$ cat config.mk
export PLATFORM = sky130hd
export DESIGN_NAME = car_collision_detector
export DESIGN_NICKNAME = d
export VERILOG_FILES = /design/src/rtl/car_collision_detector.sv
export SDC_FILE = /design/constraint.sdc
export NUM_CORES = 1
export LEC_CHECK = 0
export ABC_AREA = 1
export CORE_MARGIN = 2
export CORE_UTILIZATION = 55
export CTS_CLUSTER_SIZE = 25
export DETAILED_ROUTE_END_ITERATION = 12
export PLACE_DENSITY = 0.84
export SYNTH_ARGS = -nofsm -noshare
export SYNTH_HDL_FRONTEND = slang
export SYNTH_SLANG_ARGS = --single-unit
$ cat constraint.sdc
create_clock -name clk -period 15.8 [get_ports clk]
set_input_delay 2.37 -clock clk [delete_from_list [all_inputs] [get_ports clk]]
set_output_delay 2.37 -clock clk [all_outputs]
set_load 0.1 [all_outputs]
$ cat src/rtl/car_collision_detector.sv
// Per-frame car/frog collision scanner with lives counter, post-hit grace period and game-over flag.
// Optional COLLISION_EARLY_EXIT_EN: end the scan on the cycle after the first overlap is found.
module car_collision_detector #(
    parameter int NUM_LANES     = 6,
    parameter int CARS_PER_LANE = 3,
    parameter int BLOCKSIZE     = 32,
    parameter int LANE_Y_BASE   = 96,
    parameter int LIVES_INIT    = 3,
    parameter int GRACE_FRAMES  = 60
) (
    input  logic         clk,
    input  logic         reset,
    input  logic         frame_start,
    input  logic         new_game,
    input  logic [9:0]   frog_x,
    input  logic [9:0]   frog_y,
    input  logic [179:0] car_x_flat,
    input  logic [59:0]  lane_len_flat,
    output logic         busy,
    output logic         scan_done,
    output logic         hit,
    output logic [2:0]   hit_lane,
    output logic [1:0]   hit_car,
    output logic [1:0]   lives,
    output logic         game_over
);

    localparam int NUM_CARS = NUM_LANES * CARS_PER_LANE;
    localparam int IW       = $clog2(NUM_CARS);
    localparam int GW       = $clog2(GRACE_FRAMES + 1);

    typedef enum logic [1:0] {IDLE, SNAP, SCAN, REPORT} state_t;

    state_t         state, state_next;
    logic [9:0]     snap_car_x [NUM_CARS];
    logic [9:0]     snap_lane_len [NUM_LANES];
    logic [9:0]     snap_frog_x, snap_frog_y;
    logic [2:0]     scan_lane;
    logic [1:0]     scan_car;
    logic           found;
    logic [2:0]     found_lane;
    logic [1:0]     found_car;
    logic           new_game_pending;
    logic [GW-1:0]  grace;

    logic [9:0]     frog_dy, frog_lane, frog_row_off;
    logic           frog_lane_valid;
    logic [IW-1:0]  cur_idx;
    logic [9:0]     cur_x, cur_len;
    logic [10:0]    car_end, frog_end;
    logic           overlap, last_car, scan_exit;
    logic           any_hit, ng_at_report, ng_immediate, counted;
    logic [2:0]     rep_lane;
    logic [1:0]     rep_car;

    // The frog only shares a lane with cars when its top edge sits exactly on a lane row.
    assign frog_dy         = snap_frog_y - 10'(LANE_Y_BASE);
    assign frog_lane       = frog_dy / 10'(BLOCKSIZE);
    assign frog_row_off    = frog_dy % 10'(BLOCKSIZE);
    assign frog_lane_valid = (snap_frog_y >= 10'(LANE_Y_BASE)) && (frog_row_off == 10'd0)
                             && (frog_lane < 10'(NUM_LANES));

    assign cur_idx  = IW'(scan_lane) * IW'(CARS_PER_LANE) + IW'(scan_car);
    assign cur_x    = snap_car_x[cur_idx];
    assign cur_len  = snap_lane_len[scan_lane];
    assign car_end  = {1'b0, cur_x} + {1'b0, cur_len};
    assign frog_end = {1'b0, snap_frog_x} + 11'(BLOCKSIZE);
    assign overlap  = (state == SCAN) && frog_lane_valid && (frog_lane == 10'(scan_lane))
                      && ({1'b0, snap_frog_x} < car_end) && ({1'b0, cur_x} < frog_end);
    assign last_car = (scan_lane == 3'(NUM_LANES - 1)) && (scan_car == 2'(CARS_PER_LANE - 1));

`ifdef COLLISION_EARLY_EXIT_EN
    assign scan_exit = last_car || overlap;
`else
    assign scan_exit = last_car;
`endif

    // Result is resolved on the edge that enters REPORT, so REPORT-cycle outputs are already valid.
    assign any_hit      = found || overlap;
    assign rep_lane     = found ? found_lane : scan_lane;
    assign rep_car      = found ? found_car : scan_car;
    assign ng_at_report = (state == SCAN) && scan_exit && (new_game_pending || new_game);
    assign ng_immediate = new_game && ((state == IDLE) || (state == REPORT));
    assign counted      = (state == SCAN) && scan_exit && any_hit && !game_over
                          && (grace == '0) && !new_game_pending && !new_game;

    always_ff @(posedge clk) begin
        if (reset) state <= IDLE;
        else       state <= state_next;
    end

    always_comb begin
        state_next = state;
        case (state)
            IDLE:    if (frame_start) state_next = SNAP;
            SNAP:    state_next = SCAN;
            SCAN:    if (scan_exit) state_next = REPORT;
            REPORT:  state_next = IDLE;
            default: state_next = IDLE;
        endcase
    end

    always_comb begin
        busy      = (state != IDLE);
        scan_done = (state == REPORT);
    end

    // Snapshot isolates the scan from position updates made during the frame.
    always_ff @(posedge clk) begin
        if (state == SNAP) begin
            for (int i = 0; i < NUM_CARS; i++) snap_car_x[i] <= car_x_flat[10*i +: 10];
            for (int n = 0; n < NUM_LANES; n++) snap_lane_len[n] <= lane_len_flat[10*n +: 10];
            snap_frog_x <= frog_x;
            snap_frog_y <= frog_y;
        end
    end

    always_ff @(posedge clk) begin
        if (reset) begin
            scan_lane        <= '0;
            scan_car         <= '0;
            found            <= 1'b0;
            found_lane       <= '0;
            found_car        <= '0;
            new_game_pending <= 1'b0;
        end else begin
            case (state)
                SNAP: begin
                    scan_lane        <= '0;
                    scan_car         <= '0;
                    found            <= 1'b0;
                    new_game_pending <= new_game;
                end
                SCAN: begin
                    if (overlap && !found) begin
                        found      <= 1'b1;
                        found_lane <= scan_lane;
                        found_car  <= scan_car;
                    end
                    if (scan_car == 2'(CARS_PER_LANE - 1)) begin
                        scan_car  <= '0;
                        scan_lane <= scan_lane + 3'd1;
                    end else begin
                        scan_car <= scan_car + 2'd1;
                    end
                    new_game_pending <= scan_exit ? 1'b0 : (new_game_pending || new_game);
                end
                default: new_game_pending <= 1'b0;
            endcase
        end
    end

    // A restart always wins over a hit; grace keeps counting frames even during game over.
    always_ff @(posedge clk) begin
        if (reset) begin
            hit       <= 1'b0;
            hit_lane  <= '0;
            hit_car   <= '0;
            lives     <= 2'(LIVES_INIT);
            game_over <= 1'b0;
            grace     <= '0;
        end else begin
            hit <= counted;
            if (ng_immediate || ng_at_report) begin
                lives     <= 2'(LIVES_INIT);
                game_over <= 1'b0;
                grace     <= '0;
            end else if (counted) begin
                lives     <= (lives == 2'd0) ? 2'd0 : lives - 2'd1;
                game_over <= (lives <= 2'd1);
                grace     <= GW'(GRACE_FRAMES);
                hit_lane  <= rep_lane;
                hit_car   <= rep_car;
            end else begin
                if (frame_start && (grace != '0)) grace <= grace - GW'(1);
                game_over <= (lives == 2'd0);
            end
        end
    end

endmodule

### After elaboration in Yosys (flattened, before gate mapping)

Memories as Yosys holds them, arrays and structs flattened. A register that Yosys moved wholly into a read port is not among the register bits.
Cells that the tools add are included.

| storage, ports and cells | value |
|---|---|
| memory bits (writable) | 240 |
| memories kept | 2 |
| output and inout bits | 11 |
| word-level logic and storage cells | 104 |
| bits in registers | 49 |
| input port bits | 264 |

Memories:

| name | depth | width | read ports | clocked after Yosys merged registers in | wr ports | line | text |
|---|---|---|---|---|---|---|---|
| snap_car_x | 18 | 10 | 1 | 0 | 18 | 35 | `logic [9:0] snap_car_x [NUM_CARS];` |
| snap_lane_len | 6 | 10 | 1 | 1 | 6 | 36 | `logic [9:0] snap_lane_len [NUM_LANES];` |

| operators by class | value |
|---|---|
| $lt $le $gt $ge | 5 |
| equal/unequal tests | 10 |
| add/subtract/negate cells | 8 |
| reduce and logical (&&, ||, !) cells | 40 |
| muxes and demuxes | 21 |
| multiply operators | 1 |
| bitwise operators | 1 |

Operators with widths:

| operator | count |
|---|---|
| $lt A10 B11 Y1 | 2 |
| $logic_and A1 B1 Y1 | 17 |
| $mux W3 | 4 |
| $mux W6 | 2 |
| $add A10 B10 Y11 | 1 |
| $add A10 B6 Y11 const B | 1 |
| $ge A10 B7 Y1 const B | 1 |
| $logic_not A10 Y1 | 1 |
| $mux W2 | 5 |
| $reduce_and A2 Y1 | 5 |
| $sub A10 B7 Y10 const B | 1 |
| $pmux W2 S4 | 1 |
| $eq A2 B2 Y1 const B | 3 |
| $logic_not A6 Y1 | 1 |
| $pmux W3 S2 | 1 |
| $reduce_bool A2 Y1 | 3 |
| $reduce_bool A6 Y1 | 1 |
| $sub A6 B1 Y6 const B | 1 |
| $add A5 B2 Y5 | 1 |
| $eq A5 B3 Y1 | 1 |
| $lt A5 B3 Y1 const B | 1 |
| $mul A3 B2 Y5 const B | 1 |
| $mux W1 | 5 |
| $logic_not A1 Y1 | 4 |
| 15 further kinds | 22 |

### Longest topological paths before layout

Gate-level depths: netlist of run 1.

| logic depth | value |
|---|---|
| word-level depth | 15 |
| gate-level depth with buffers | 37 |
| depth with buffers taken out | 36 |

### Worst setup path after synthesis of run 1

OpenSTA, ideal clock, no wires.

| path | value |
|---|---|
| path kind | flip-flop to flip-flop |
| start | register state[1] |
| end | register found |
| buffers on the path | 0 |
| arrival time | 7.389 ns |
| period minus slack after synthesis | 7.511 ns |
| stages on the path, launching flop included | 5 |
| required time | 15.678 ns |
| setup slack | 8.289 ns |
| setup time | 0.122 ns |
| path through | dfxtp_1 inv_1 ha_1 nand2_1 and3_1 |

| between the ends | value |
|---|---|
| word-level cells in the longest chain between the ends | 8 |
| elaborated cells on any way between the ends | 11 |
| those cells by class | 3 x eq/ne; 1 x mux; 7 x reduce/logical |

RTL lines:

| what | line | text |
|---|---|---|
| start, declared | 34 | `state_t state, state_next;` |
| start signal, assigned | 89 | `else state <= state_next;` |
| $eq A2 B2 Y1 | 68, 127 |  |
| $logic_and A1 B1 Y1 (2 in a row) | 68 | `assign overlap = (state == SCAN) && frog_lane_valid && (frog_lane == 10'(scan_lane))` |
| $logic_and A1 B1 Y1 (2 in a row) | 69 | `&& ({1'b0, snap_frog_x} < car_end) && ({1'b0, cur_x} < frog_end);` |
| $logic_and A1 B1 Y1 | 135 | `if (overlap && !found) begin` |
| $ne A2 B1 Y1 (no source line) | n/a |  |
| $reduce_and A2 Y1 (no source line) | n/a |  |
| end signal, assigned | 122 | `found <= 1'b0;` |
| end signal, assigned | 131 | `found <= 1'b0;` |
| end signal, assigned | 136 | `found <= 1'b1;` |
| end, declared | 40 | `logic found;` |

Parallel ways exist; a longest one is shown, timed or not.
A chain may end at the register's enable or synchronous reset.

### Worst setup path after layout of run 1

| path | value |
|---|---|
| start | register scan_lane[0] |
| end | register found_lane[2] |

| between the ends | value |
|---|---|
| word-level cells in the longest chain between the ends | 9 |
| elaborated cells on any way between the ends | 12 |
| those cells by class | 2 x add/sub; 1 x mul; 2 x order compare; 1 x eq/ne; 5 x reduce/logical; 1 x memory |

RTL lines:

| what | line | text |
|---|---|---|
| start, declared | 38 | `logic [2:0] scan_lane;` |
| start signal, assigned | 142 | `scan_lane <= scan_lane + 3'd1;` |
| $mul A3 B2 Y5 | 63 | `assign cur_idx = IW'(scan_lane) * IW'(CARS_PER_LANE) + IW'(scan_car);` |
| $add A5 B2 Y5 | 63 |  |
| $mem_v2 Z18 W10 | n/a |  |
| $add A10 B10 Y11 | 66 | `assign car_end = {1'b0, cur_x} + {1'b0, cur_len};` |
| $lt A10 B11 Y1 | 69 |  |
| $logic_and A1 B1 Y1 | 69 |  |
| $logic_and A1 B1 Y1 (*) | 69 |  |
| $logic_and A1 B1 Y1 (*) | 135 |  |
| $reduce_and A2 Y1 (no source line) (*) | n/a |  |
| end signal, assigned | 137 | `found_lane <= scan_lane;` |
| end, declared | 41 | `logic [2:0] found_lane;` |

Mark *: on every way between the ends. The rest lies on a longest branch, timed or not.

==> results.md, run 1 <==
* CTS clock-pin slew for the worst setup and hold paths at 0.06 ns
* Final worst-path cycle share at 40.4%
* Total count of max-transition violations in the final report at 0
* Area of the mapped netlist at 12700 sq um
* Post-layout nets at 1650
* Worst-path maximum fanout at 23
* Post-CTS Hold Buffers at 0
* Hold crit path type: reg -> reg
* Via count of the first global-routing pass at 9507
* Count of warnings emitted by yosys at 0
* Setup repair after global routing missed its margin: no
* CTS sink count at 292
* Library cell appearing most often on the critical path: nand2_1
* Synth cell count leaders: edfxtp_1, nand2_1, nor2_1
* Setup violation total in the final timing report at 0
* Routed length per placed instance at 20.1 microns
* Count of flip-flops with a built-in enable after synthesis at 260
* Largest net degree at the start of global routing at 92
* Critical-path top delay cell: o31ai_1
* Most instantiated library cell after synthesis: edfxtp_1
* Type of origin of the critical path: flop
* Global-route wire length before repair at 49500 microns
* Post-Syn Area per Cell at 11.8 sq um
* Length of routed met3 wiring at 2460 microns
* Post-Synthesis Net Count at 1383
* Req. time, crit path at 16.28 ns
* Area post-placement at 15600 sq um
* Met1 wire length at 12200 microns
* Highest clock frequency the design can meet at 157 MHz
* Final critical-path required period at 6.38 ns
* Placer's final routability congestion estimate at 0.848
* Element type at the critical path end: flop
* Library cell with the largest summed area after synthesis: edfxtp_1
* Result of the run: finished, final reports clean
* Met2 Wirelength at 17100 microns
* Top Ports at 275
* CTS Root Buffer Type: clkbuf_16
* Hold violation count in the final report at 0
* Initial Utilization at 56.0%
* Number of maximum-capacitance constraint violations at 0
* Sequential-to-total area share from yosys stat at 66.6%
* Remaining design rule violation count at 0
* Count of placed standard cells in the final layout, fillers left out at 1644
* Floorplan die width at 156 microns
* Antenna violations before repair at 3
* 1st-pass router iterations at 5
* Max stage delay on crit path at 0.58 ns
* Clk_lat worst skew at 0.58 ns
* Synthesized instance count at 1072
* Core outline area at 22600 sq um
* Startpoint of the most critical hold path: grace[0]
* Number of resized instances in the post-cts repair step at 0
* Max transition margin at 30.8%
* Instance count after placement with tap cells included at 1592
* Worst-margin pin slew at 1.04 ns
* Crit. Startpoint: scan_lane[0]
* Register bit count reported by yosys at 292
* Die Span Y at 156 microns
* # H-tree levels at 1
* Final design area excluding fillers at 16600 sq um
* Global route overflow at 0
* Area Growth Syn to Fin at 30.6%
* Type of the worst setup path: reg -> reg
* Number of post-CTS setup repair buffers at 0
* Lkg Pwr at 6.22 nW
* Global routing usage summed across all routing layers at 26.7%
* Half-perimeter wire length of the detailed placement result at 22900 microns
* Proportion of netlist area held by the largest area contributor at 61.6%
* Via Count at 9464
* Max Buffers Root-to-Sink at 3
* CTS buffer count at 30
* Unique masters post-synth at 51
* Primary FF master, synth: edfxtp_1
* Worst vdd rail ir drop at 0.119 mV
* Setup Skew at 0.0437 ns
* Total number of placement rows at 55
* Count of buffers from port buffering at 274
* Highest metal used: met4
* Ratio of cells with drive above 1 in the final layout at 5.60%
* Worst R2R Start: scan_lane[0]
* Vias per std cell at 5.76
* Number of routed nets with antenna violations at 0
* Utilization of the core after routing at 73.1%
* Cell types with the largest area share after synthesis: edfxtp_1, nand2_1, dfxtp_1
* Arr. time, crit path at 6.86 ns
* Areal power density over the cells at 159 nW/um^2
* Die footprint at 24300 sq um
* Post-detailed-routing wire length at 33000 microns
* Clock tree from TritonCTS: yes
* Share of flip-flops with an asynchronous set or reset at 0%
* Final TNS setup at 0 ns
* Starting DRT DRC Count at 868
-- per-stage QoR --
step                hold WS [ns]  setup slack (ns)  power (mW)
finish                     0.467              9.42        2.64
global placement           0.452              9.73        1.95
global route               0.501              8.92        2.78
CTS                        0.467              9.46        2.64
floorplan                  0.441              8.29        1.79
detailed placement         0.458              9.53        1.98
-- final cells by class --
type / instances / area (sq um)
repair buffers: 281 / 2800
multi-input cells: 667 / 3790
clock buffers: 39 / 795
fillers: 1482 / 6080
inverters: 67 / 254
diodes: 3 / 7.51
clock inverters: 10 / 118
well taps: 285 / 357
flip-flops and latches: 292 / 8450
-- final timing paths --
path                   end  slack, ns  cells after the start
max          found_lane[2]       9.42                     33
min               grace[0]       0.47                      2
max reg2reg  found_lane[2]       9.42                     33
min reg2reg       grace[0]       0.47                      2
-- layout by cell type (no fill, tap or decap), drive strengths merged, types with 14 or more instances in the layout --
master         count
clkdlybuf4s50    274
nor3              14
inv               67
a21oi             84
ha                44
nand2            226
nand3             35
clkbuf            39
dfxtp             32
o22ai             19
edfxtp           260
nor2              87
o21ai             61
-- report_power, final --
group | leakage (nW) | switching, mW | internal [mW]
combinational | 3.09 | 0.508 | 0.273
clock | 0.439 | 0.282 | 0.383
sequential | 2.69 | 0.0721 | 1.12
total | 6.22 | 0.862 | 1.78
-- cells by family (layout without fill, tap and decap cells) --
group                    count (synthesis)  after routing  share of synthesized area, %
XOR/XNOR                                16             16                          1.16
other                                    0              3                             0
AO/OA/AOI/OAI                          224            224                          10.8
buffers and inverters                  113            397                          3.74
AND/OR/NAND/NOR                        380            380                          12.9
adder cells (fa/ha/maj)                 47             47                          4.81
flip-flops                             292            292                          66.6
-- layer usage --
metal,up-vias,GRT usage [%]
li1,4390,-
met1,4530,33.3
met2,469,47.5
met3,75,4.25
met4,0,9.61
met5,-,0
-- state kept, by name (all words and copies together), names as in the netlist, 3 cells and up, named ones only --
| name | cells |
|---|---|
| snap_frog_y | 10 |
| hit_lane | 3 |
| snap_lane_len | 60 |
| snap_frog_x | 10 |
| snap_car_x | 180 |
| scan_lane | 3 |
| found_lane | 3 |
| grace | 6 |
-- critical path, delay by kind of cell (launching register included) --
kind / cells / cell delay [ns]
XOR/XNOR: 1 / 0.18
adder cells (fa/ha/maj): 5 / 1.87
buffers and inverters: 4 / 0.80
AO/OA/AOI/OAI: 7 / 1.58
AND/OR/NAND/NOR: 16 / 1.37
flip-flops: 1 / 0.51
(Power assumes the default switching activity.)
==> run 2, diff against run 1 <==
- CORE_UTILIZATION: 55 -> 46
- PLACE_DENSITY: 0.84 -> 0.74
- clock period: 15.8 -> 5.2 ns (I/O delays scaled with it)
==> results.md, run 2 (synthesis results as in run 1) <==
* Result of the run: complete, but fails checks
* Violations in the final reports: setup timing
* 1st-pass router iterations at 5
* Ratio of cells with drive above 1 in the final layout at 12.6%
* Half-perimeter wire length of the detailed placement result at 23900 microns
* Number of maximum-capacitance constraint violations at 0
* Global routing usage summed across all routing layers at 23.2%
* Remaining design rule violation count at 0
* Setup violation total in the final timing report at 2
* Antenna violations before repair at 2
* Element type at the critical path end: flop
* End of the worst hold path: grace[0]
* Worst-margin pin slew at 1.05 ns
* Floorplan die width at 170 microns
* CTS buffer count at 31
* Global-route wire length before repair at 51300 microns
* Die footprint at 28900 sq um
* Type of the worst setup path: reg -> reg
* Final TNS setup at -0.0254 ns
* Global route overflow at 0
* CTS Root Buffer Type: clkbuf_16
* Largest registers in the final layout: snap_car_x x180, snap_lane_len x60
* Via count of the first global-routing pass at 9446
* Number of cells on the worst hold path at 2
* Number of routed nets with antenna violations at 0
* Die Span Y at 170 microns
* Clk_lat worst skew at 0.58 ns
* Starting DRT DRC Count at 905
* CTS sink count at 292
* CTS clock-pin slew for the worst setup and hold paths at 0.06 ns
* Max Buffers Root-to-Sink at 3
* FF-to-FF path depth at 34
* Core outline area at 27000 sq um
* Largest net degree at the start of global routing at 116
* Commonest cells after routing, fill and taps aside: clkdlybuf4s50_1, edfxtp_1, nand2_1
* Routed length per placed instance at 19.7 microns
* Filler cell count in the final layout at 2037
* Total number of placement rows at 60
* Startpoint of the most critical hold path: grace[0]
* Count of placed standard cells in the final layout, fillers left out at 1757
* Post-CTS Hold Buffers at 0
* Total count of max-transition violations in the final report at 0
* Max stage delay on crit path at 0.59 ns
* Setup Skew at 0.0324 ns
* Arr. time, crit path at 5.72 ns
* Worst vdd rail ir drop at 0.325 mV
* Via Count at 9456
* Worst-path maximum fanout at 9
* Register-to-register setup slack at -0.02 ns
* Max transition margin at 29.9%
* Lkg Pwr at 6.59 nW
* Final critical-path required period at 5.22 ns
* Type of origin of the critical path: flop
* Initial Utilization at 46.9%
* Hold WS at 0.463 ns
* Critical-path top delay cell: fa_2
* Clock tree from TritonCTS: yes
* Flip-flop count of the largest register, all copies and words added at 180
* Final worst-path cycle share at 100%
* Highest clock frequency the design can meet at 191 MHz
* Areal power density over the cells at 486 nW/um^2
* Leading cell type in the layout, fill and taps excluded: clkdlybuf4s50_1
* Library cell appearing most often on the critical path: nand2_1
* Req. time, crit path at 5.70 ns
* Hold crit path type: reg -> reg
* Endpoint of the most critical register-to-register path: found
* Area Growth Syn to Fin at 38.3%
* Register with the highest flop count: snap_car_x
* Hold violation count in the final report at 0
* Top Ports at 275
* Instance count after placement with tap cells included at 1681
* Setup repair after global routing missed its margin: yes
* Area post-placement at 16000 sq um
* Vias per std cell at 5.38
* Post-detailed-routing wire length at 34600 microns
* Final design area excluding fillers at 17500 sq um
* Placer's final routability congestion estimate at 0.878
* Post-layout nets at 1702
* Worst R2R Start: scan_lane[1]
* Count of buffers from port buffering at 274
* # H-tree levels at 1
* Minimum setup slack in the final design at -0.0244 ns
run 2: cell types whose count changed in the layout (fill, tap and decap cells not counted), sizes merged:
| cell | change |
|---|---|
| clkbuf | +2 |
| clkinv | +2 |
| bufinv | +1 |
| nand2 | +2 |
| buf | +47 |
| clkinvlp | +1 |
| inv | +3 |
| diode | -1 |
run 2: where the power goes:
group	switching, mW	total (mW)	internal (mW)	leakage [nW]
clock network	0.913	2.18	1.26	0.487
registers	0.215	3.62	3.40	2.69
logic	1.68	2.74	1.06	3.42
total	2.80	8.54	5.73	6.59
run 2: worst max-delay path, delay by kind of cell, from the launching register on:
kind | cells | cell delay [ns]
simple gates | 14 | 1.17
xor+xnor | 1 | 0.17
fa+ha+maj | 5 | 2.02
flops | 1 | 0.33
buf+inv | 7 | 0.63
compound gates | 7 | 0.82
run 2: repair_timing:
| action | 4_1_cts | 5_1_grt |
|---|---|---|
| buffers inserted | 4 | 10 |
| cloned | 1 | 3 |
| endpoints found under the setup margin | 20 | 21 |
| endpoints found under the hold margin | 0 | 0 |
| resized for setup | 17 | 50 |
| pin swaps | 7 | 33 |
run 2: cell type report:
class	count	area (sq um)	area share, %
inverters	67	256	1.46
multi-input cells	669	4120	23.5
clock buffers	39	816	4.65
diodes	2	5.00	0.0285
repair buffers	330	3280	18.7
flip-flops and latches	292	8450	48.2
clock inverters	17	186	1.06
well taps	341	427	2.43
run 2: metrics by stage:
| step | worst slack (ns) | power [mW] | utilization (%) |
|---|---|---|---|
| floorplan | 0.0197 | 5.30 | - |
| global placement | 0.0138 | 6.08 | 59.4 |
| detailed placement | -0.159 | 6.15 | 59.4 |
| CTS | 0.0129 | 8.37 | 63.5 |
| global route | -0.326 | 9.01 | 64.9 |
| finish | -0.0244 | 8.54 | 64.9 |
run 2: layer usage:
layer | global-route usage [%] | up-vias | routed length [microns]
met1 | 29.4 | 4453 | 13400
li1 | - | 4508 | -
met5 | 0 | - | 13
met4 | 8.40 | 2 | 1210
met2 | 39.8 | 415 | 17600
met3 | 4.51 | 78 | 2410
run 2: how the worst max path moves through the flow:
| stage | startpoint | to | slack (ns) | cells past startpoint |
|---|---|---|---|---|
| 2_1_floorplan | scan_lane[1] | lives[0] | 0.02 | 36 |
| 3_3_place_gp | scan_lane[0] | hit_lane[2] | 0.01 | 35 |
| 3_5_place_dp | scan_lane[0] | found_lane[1] | -0.16 | 33 |
| 4_1_cts | scan_lane[0] | hit_lane[2] | 0.01 | 35 |
| 5_1_grt | scan_lane[1] | hit_lane[1] | -0.33 | 35 |
| 6_report | scan_lane[1] | found | -0.02 | 34 |
==> run 3, diff against run 2 <==
- CORE_UTILIZATION: 46 -> 34
- PLACE_DENSITY: 0.74 -> 0.57
==> results.md, run 3 (synthesis results as in run 1) <==
* Floorplan die width at 197 microns
* Sequential power share at 41.3%
* Combinational share of power at 30.8%
* Violations in the final reports: setup timing
* Worst R2R Start: scan_lane[0]
* Max Buffers Root-to-Sink at 3
* Initial Utilization at 34.6%
* Flip-flop count of the largest register, all copies and words added at 180
* Routed length per placed instance at 18.5 microns
* CTS clock-pin slew for the worst setup and hold paths at 0.06 ns
* Final critical-path required period at 5.24 ns
* Largest registers in the final layout: snap_car_x x180, snap_lane_len x60
* Final worst-path cycle share at 101%
* Setup Skew at 0.0215 ns
* Post-layout nets at 1716
* Hold violation count in the final report at 0
* # H-tree levels at 2
* Largest net degree at the start of global routing at 110
* Setup violation total in the final timing report at 8
* Number of maximum-capacitance constraint violations at 0
* Count of buffers from port buffering at 274
* CTS sink count at 292
* 1st-pass router iterations at 5
* Register with the highest flop count: snap_car_x
* Area Growth Syn to Fin at 40.6%
* Number of cells on the worst hold path at 2
* Clock tree from TritonCTS: yes
* Remaining design rule violation count at 0
* Lkg Pwr at 6.70 nW
* CTS Root Buffer Type: clkbuf_16
* Global route overflow at 0
* Via Count at 9318
* Cell Int Power at 5.92 mW
* Final design area excluding fillers at 17800 sq um
* Ratio of cells with drive above 1 in the final layout at 12.7%
* Global routing usage summed across all routing layers at 17.7%
* Via count of the first global-routing pass at 9268
* Area post-placement at 16400 sq um
* Switching part of the total at 32.0%
* Result of the run: complete, but fails checks
* Post-CTS Hold Buffers at 0
* Post-detailed-routing wire length at 35200 microns
* Crit. Startpoint: scan_lane[0]
* Minimum setup slack in the final design at -0.0407 ns
* Die footprint at 38900 sq um
* Library cell appearing most often on the critical path: nand2_1
* Global-route wire length before repair at 52200 microns
* Worst vdd rail ir drop at 0.288 mV
* Vias per std cell at 4.90
* FF-to-FF path depth at 34
* Core outline area at 36700 sq um
* Register-to-register setup slack at -0.04 ns
* Type of the worst setup path: reg -> reg
* Endpoint of the most critical register-to-register path: hit_car[1]
* Critical-path top delay cell: fa_2
* Hold crit path type: reg -> reg
* Worst-path maximum fanout at 9
* Starting DRT DRC Count at 535
* Number of routed nets with antenna violations at 0
* Max stage delay on crit path at 0.58 ns
* Final TNS setup at -0.178 ns
* Highest clock frequency the design can meet at 191 MHz
* Half-perimeter wire length of the detailed placement result at 24900 microns
* Max transition margin at 32.8%
* Top Ports at 275
* Areal power density over the cells at 488 nW/um^2
* Clock power share at 27.9%
* Type of origin of the critical path: flop
* Commonest cells after routing, fill and taps aside: clkdlybuf4s50_1, edfxtp_1, nand2_1
* End of the worst hold path: grace[0]
* Arr. time, crit path at 5.65 ns
* Total count of max-transition violations in the final report at 0
* Antenna violations before repair at 4
* Clk_lat worst skew at 0.53 ns
* Setup repair after global routing missed its margin: yes
* Startpoint of the most critical hold path: grace[0]
* Placer's final routability congestion estimate at 0.815
* Element type at the critical path end: flop
* Total number of placement rows at 70
* Psw at 2.79 mW
* Die Span Y at 197 microns
* Leading cell type in the layout, fill and taps excluded: clkdlybuf4s50_1
* Req. time, crit path at 5.61 ns
* CTS buffer count at 36
* Worst-margin pin slew at 1.01 ns
-- run 3: changes by cell type in the layout (fill, tap and decap cells not counted), moves of 3 or more --
cell	change
buf_4	+9
nor3_2	-3
nor3_1	+3
clkinv_1	+3
buf_12	+3
clkbuf_16	+5
buf_6	-3
-- run 3: how the worst max path moves through the flow --
stage	endpoint	slack, ns	cells past startpoint
floorplan	lives[0]	0.02	36
global placement	hit_lane[2]	-0.19	35
detailed placement	hit_lane[1]	-0.20	35
CTS	hit_lane[1]	0.04	34
global route	hit_lane[2]	-0.42	35
finish	hit_car[1]	-0.04	34
-- run 3: what timing repair did --
| action | in CTS | in global routing |
|---|---|---|
| gates resized for setup | 13 | 36 |
| setup buffers | 0 | 7 |
| endpoints found under the setup margin | 21 | 21 |
| pin swaps | 2 | 15 |
| cloned | 0 | 4 |
-- run 3: metal layers --
metal | vias to the layer above | part of all wire, % | global-route usage (%)
met5 | - | 0.12 | 0
met4 | 6 | 2.3 | 5.35
met3 | 56 | 7.2 | 4.83
met2 | 304 | 47 | 29.3
met1 | 4411 | 43 | 22.8
li1 | 4541 | - | -
-- run 3: cell type report --
type                            instances  area (sq um)
Fill cell                            3280         18900
Sequential cell                       292          8450
Multi-Input combinational cell        669          4010
Timing Repair Buffer                  339          3380
Clock buffer                           46           958
Tap cell                              468           586
Inverter                               67           259
Clock inverter                         19           188
Antenna cell                            2          5.00
-- run 3: power by group through the flow --
stage / clock [mW] / combinational [mW] / sequential, mW
finish: 2.43 / 2.68 / 3.60
global placement: 0 / 2.55 / 3.64
floorplan: 0 / 1.62 / 3.68
detailed placement: 0 / 2.58 / 3.65
CTS: 2.50 / 2.61 / 3.61
global route: 2.58 / 3.02 / 3.66
-- run 3: metrics by stage --
stage	setup WS, ns	instances	hold slack [ns]	utilization (%)	power (mW)
finish	-0.0407	1902	0.463	48.6	8.71
floorplan	0.0197	1072	0.441	-	5.30
detailed placement	-0.198	1824	0.458	44.6	6.23
CTS	0.0365	1889	0.466	47.9	8.71
global route	-0.420	1900	0.495	48.6	9.26
global placement	-0.189	1824	0.449	44.6	6.19
-- run 3: critical path, delay by kind of cell, from the launching register on --
family	cells	cell delay [ns]
buf+inv	4	0.38
fa+ha+maj	5	1.84
xor+xnor	1	0.17
flops	1	0.33
simple gates	18	1.42
compound gates	6	0.97
